--- config.mk ---
export PLATFORM = sky130hd
export DESIGN_NAME = shift_unit
export DESIGN_NICKNAME = d
export VERILOG_FILES = /design/src/rtl/shift_pkg.sv /design/src/rtl/shift_step.sv /design/src/rtl/shift_unit.sv
export SDC_FILE = /design/constraint.sdc
export NUM_CORES = 1
export LEC_CHECK = 0
export CAP_MARGIN = 20
export CORE_MARGIN = 8
export CORE_UTILIZATION = 35
export CTS_BUF_LIST = sky130_fd_sc_hd__clkbuf_16
export DETAILED_ROUTE_END_ITERATION = 10
export SLEW_MARGIN = 5
export SYNTH_ARGS = -nofsm -noshare
export SYNTH_HDL_FRONTEND = slang
export SYNTH_SLANG_ARGS = --single-unit
--- constraint.sdc ---
create_clock -name clk -period 3.5 [get_ports clk]
set_clock_uncertainty 0.1 [all_clocks]
set_input_delay 0.35 -clock clk [delete_from_list [all_inputs] [get_ports clk]]
set_output_delay 0.35 -clock clk [all_outputs]
set_load 0.005 [all_outputs]
--- src/rtl/shift_pkg.sv ---
// shift_pkg: shared mode/state enums and WIDTH/STEP legality check for the multi-cycle shifter
package shift_pkg;
  typedef enum logic [1:0] {LSL = 2'b00, LSR = 2'b01, ASR = 2'b10, ROR = 2'b11} mode_t;
  typedef enum logic [1:0] {IDLE, SHIFT, DONE} state_t;
  function automatic bit params_ok(input int w, input int s);
    return w >= 2 && (w & (w - 1)) == 0 && s >= 1 && (s & (s - 1)) == 0 && s <= w;
  endfunction
endpackage

--- src/rtl/shift_step.sv ---
// shift_step: one-cycle shift of data by k (0..STEP) in mode via log2(STEP)+1 mux levels; outputs q and last bit shifted out (ROR: q MSB)
module shift_step
  import shift_pkg::*;
#(
  parameter int WIDTH = 32,
  parameter int STEP  = 4,
  localparam int LOG  = $clog2(STEP),
  localparam int KW   = LOG + 1
) (
  input  logic [WIDTH-1:0] data,
  input  mode_t            mode,
  input  logic             sign,
  input  logic [KW-1:0]    k,
  output logic [WIDTH-1:0] q,
  output logic             carry
);
  logic [WIDTH-1:0] d [LOG+2];
  logic             c [LOG+2];
  assign d[0] = data;
  assign c[0] = 1'b0;
  for (genvar i = 0; i <= LOG; i++) begin : g_lvl
    localparam int S = 1 << i;
    logic [WIDTH-1:0] sh;
    logic             co;
    assign sh = mode == LSL ? d[i] << S :
                mode == LSR ? d[i] >> S :
                mode == ASR ? (d[i] >> S) | (sign ? ~({WIDTH{1'b1}} >> S) : '0) :
                              (d[i] >> S) | (d[i] << (WIDTH - S));
    assign co = mode == LSL ? d[i][WIDTH-S] : mode == ROR ? sh[WIDTH-1] : d[i][S-1];
    assign d[i+1] = k[i] ? sh : d[i];
    assign c[i+1] = k[i] ? co : c[i];
  end
  assign q     = d[LOG+1];
  assign carry = c[LOG+1];
endmodule

--- src/rtl/shift_unit.sv ---
// shift_unit: multi-cycle LSL/LSR/ASR/ROR shifter; in_* valid/ready operand port, out_* valid/ready result port with carry/zero flags, busy
module shift_unit
  import shift_pkg::*;
#(
  parameter int WIDTH = 32,
  parameter int STEP  = 4,
  localparam int SHW  = $clog2(WIDTH)
) (
  input  logic             clk,
  input  logic             rst_n,
  input  logic             in_valid,
  output logic             in_ready,
  input  logic [WIDTH-1:0] in_data,
  input  logic [SHW-1:0]   in_amt,
  input  logic [1:0]       in_mode,
  output logic             out_valid,
  input  logic             out_ready,
  output logic [WIDTH-1:0] out_data,
  output logic             out_carry,
  output logic             out_zero,
  output logic             busy
);
  localparam int KW = $clog2(STEP) + 1;
  if (!params_ok(WIDTH, STEP)) begin : g_bad_params
    $error("shift_unit: WIDTH/STEP must be powers of two with WIDTH >= 2 and 1 <= STEP <= WIDTH");
  end
  state_t           state, state_n;
  mode_t            mode_q;
  logic             sign_q;
  logic [SHW-1:0]   rem;
  logic [KW-1:0]    k;
  logic [WIDTH-1:0] step_q;
  logic             step_c;
  assign k = int'(rem) >= STEP ? KW'(STEP) : KW'(rem);
  shift_step #(.WIDTH(WIDTH), .STEP(STEP)) u_step (
    .data (out_data),
    .mode (mode_q),
    .sign (sign_q),
    .k    (k),
    .q    (step_q),
    .carry(step_c)
  );
  always_comb begin
    state_n = state == IDLE  ? (in_valid ? (in_amt == '0 ? DONE : SHIFT) : IDLE) :
              state == SHIFT ? (rem == SHW'(k) ? DONE : SHIFT) :
                               (out_ready ? IDLE : DONE);
  end
  always_ff @(posedge clk) state <= rst_n ? state_n : IDLE;
  always_ff @(posedge clk) begin
    if (!rst_n) begin
      out_data  <= '0;
      out_carry <= 1'b0;
      out_zero  <= 1'b0;
      rem       <= '0;
      sign_q    <= 1'b0;
      mode_q    <= LSL;
    end else if (state == IDLE && in_valid) begin
      out_data  <= in_data;
      out_carry <= 1'b0;
      out_zero  <= in_data == '0;
      rem       <= in_amt;
      sign_q    <= in_data[WIDTH-1];
      mode_q    <= mode_t'(in_mode);
    end else if (state == SHIFT) begin
      out_data  <= step_q;
      out_carry <= step_c;
      out_zero  <= step_q == '0;
      rem       <= rem - SHW'(k);
    end
  end
  assign in_ready  = rst_n && state == IDLE;
  assign busy      = state != IDLE;
  assign out_valid = state == DONE;
endmodule

==> results.yml <==
worst_setup_path:
  worstPathRequired_ps: 3610
  start_kind: "flip-flop"
  cp_max_fo: 11
  arrival_ps: 3400
  endpoint_kind: "flip-flop"
  path_class: "reg -> reg"
  slowest_delay_ps: 600
  crit_top_cell: "or4b_1"
  crit_chain: "or4b_1 -> buf_4 -> mux4_2 -> a211oi_1 -> or4b_1 -> or4_1 -> o31ai_2"
  cp_slowest_cell: "or4b_1"
synth:
  yosysWarnings: 0
  syn_nets: 666
  syn_area_um2: 4302
  ys_ff_latch: 44
  seq_area_frac_synth_pct: 20.48
  synthArstFlopShare_pct: 0
  syn_avg_cell_area_um2: 6.916
  syn_inst: 622
  ys_types: 60
  synth_ff_type: "dfxtp_1"
  synth_edf_count: 0
cts:
  cts_tree: "yes"
  cts_hold_buf: 0
  h-tree-depth: 2
  cts.sinks: 44
  clk_path_buf_depth: 2
  clk_latency_ps: 290
  clk_pin_slew_ps: 70
  cts_setup_buffers: 0
  ctsResizeCount: 0
  cts_root_buf: "clkbuf_16"
  cts_buffers: 5
pwr:
  sw_frac_of_total_pct: 43.02
  p_per_area_nw_per_um2: 423.9
  power_frac_comb_pct: 49.9
  pwr-share-clk_pct: 20.5
  irDropWorstVdd_v: 0.0002132
  p_sw_mw: 0.9957
  p_int_mw: 1.319
  sequentialPowerShare_pct: 29.6
  leakagePower_nw: 1.812
floorplanning:
  die-width_um: 126.9
  initial_core_util_pct: 35.81
  rows: 40
  die_area_um2: 16090
  io_pins: 80
  die_h_um: 126.9
  core-area_um2: 12010
worst_hold_path:
  hold_path_class: "reg -> reg"
drt:
  detail_route.first_pass.iterations: 6
  vias: 5313
  post_drt_via_cell_ratio: 6.424
  drt-initial-drc-count: 671
  wire_per_inst_um: 22.74
  routed_wl_um: 18810
  ant_nets: 0
  drc: 0
placement:
  io_buffers: 79
  gp_congestion: 0.9197
  dp_hpwl_um: 13330
layout:
  area_growth_syn_to_layout_pct: 26.93
  antennaDiodeCount: 0
  nets: 723
  mostFrequentLayoutCell: "nand2_1"
  final_util_pct: 45.46
  final_layout_size_suffix_gt1_share_pct: 10.59
  mostFrequentLayoutCells: "nand2_1, clkdlybuf4s50_1, o21ai_0, dfxtp_1, a21oi_1"
sta:
  hold_viol: 0
  rsz0062_at_grt: "no"
  slew_headroom_pct: 39.06
  max_freq_mhz: 304.3
  final_max_slew_viol_count: 0
  finalCriticalPeriod_ps: 3286
  worstMarginPinSlew_ps: 905.7
  fin_setup_tns_ps: 0
  setup_viol: 0
  finalCritPeriodShare_pct: 93.90
grt:
  grt_max_degree: 44
  grt_first_pass_wirelength_um: 29370
  antenna_found_initial: 0
  grt_pass1_vias: 5148
  grt-ovfl-total: 0
  grt_usage_pct: 22.70
job:
  drv_cap: 0
outcome:
  status: "finished, final reports clean"
Yosys cell counts, drive strengths merged, types with 4 or more instances:
| master | count | area share, % |
|---|---|---|
| mux4 | 12 | 6.3 |
| nand2 | 120 | 10 |
| and2 | 13 | 1.9 |
| a211oi | 5 | 0.99 |
| nor4 | 13 | 1.9 |
| a31oi | 22 | 3.2 |
| o21ai | 49 | 5.7 |
| nor3 | 13 | 1.5 |
| nand3 | 26 | 3.0 |
| or3b | 6 | 1.2 |
| nor2b | 7 | 1.0 |
| dfxtp | 44 | 20 |
| o22ai | 8 | 1.2 |
| mux2i | 12 | 2.8 |
| a21boi | 28 | 4.9 |
| inv | 6 | 0.52 |
| o211ai | 11 | 1.9 |
| nor3b | 4 | 0.70 |
| buf | 16 | 1.9 |
| a22oi | 30 | 5.2 |
| nand4 | 4 | 0.58 |
| clkbuf | 45 | 3.9 |
| a311oi | 5 | 1.0 |
| nor2 | 33 | 2.9 |
| a21oi | 41 | 4.8 |
worst max-delay path: cells and delay by family (launching register included):
kind | cells | cell delay, ps
AOI/OAI and AO/OA | 2 | 510
buffers and inverters | 1 | 260
DFF | 1 | 390
muxes | 1 | 420
and+or+nand+nor | 3 | 1520
layout make-up:
type | count | area [um2]
Timing Repair Buffer | 112 | 1064
Multi-Input combinational cell | 510 | 3171
Sequential cell | 44 | 880.8
Clock inverter | 3 | 13.76
Fill cell | 1264 | 6551
Tap cell | 147 | 183.9
Clock buffer | 5 | 125.1
Inverter | 6 | 22.52
final timing paths:
kind,start,endpoint,slack [ps],cells past startpoint
setup reg to reg,rem[0]$_SDFFE_PN0P_,out_zero$_SDFFE_PN0P_,210,7
hold / removal,sign_q$_SDFFE_PN0P_,sign_q$_SDFFE_PN0P_,390,2
setup / recovery,rem[0]$_SDFFE_PN0P_,out_zero$_SDFFE_PN0P_,210,7
hold reg to reg,sign_q$_SDFFE_PN0P_,sign_q$_SDFFE_PN0P_,390,2
power by group through the flow:
stage	sequential, mW	combinational, mW	clock, mW
2_1_floorplan	0.636	0.698	0
4_1_cts	0.679	1.14	0.483
5_1_grt	0.692	1.25	0.499
3_3_place_gp	0.690	1.14	0
6_report	0.685	1.16	0.474
3_5_place_dp	0.689	1.14	0
logic make-up after synthesis:
group,after synthesis,share of synthesized area [%]
other,1,0.08718
buffers and inverters,68,6.574
AO/OA/AOI/OAI,230,35.31
multiplexers,24,9.075
flip-flops,44,20.48
adder cells (fa/ha/maj),1,0.2908
AND/OR/NAND/NOR,254,28.18
through the flow:
step,cells,total power [mW],setup slack [ps],cell area (um2),hold WS (ps)
after floorplan,622,1.333,473.2,4302,348.8
after global placement,819,1.830,301.1,5321,365.2
after detailed placement,819,1.827,253.0,5321,376.2
after CTS,827,2.305,236.4,5460,384.9
after global routing,827,2.439,68.00,5460,430.0
final,827,2.315,213.6,5460,387.2
state kept, by name, summed over array words and instances (netlist names):
signal and count:
out_data 32, rem 5, mode_q 2, state 2
out_carry 1, out_zero 1, sign_q 1
per-layer routing:
metal  vias up  wire, um  GRT usage, %
met5         -         0             0
met4         0       344         6.088
met3        35      1821         5.488
met2       324      8383         36.01
met1      2507      8258         29.96
li1       2447         -             -
No activity file was read; power rests on OpenSTA's default activity.
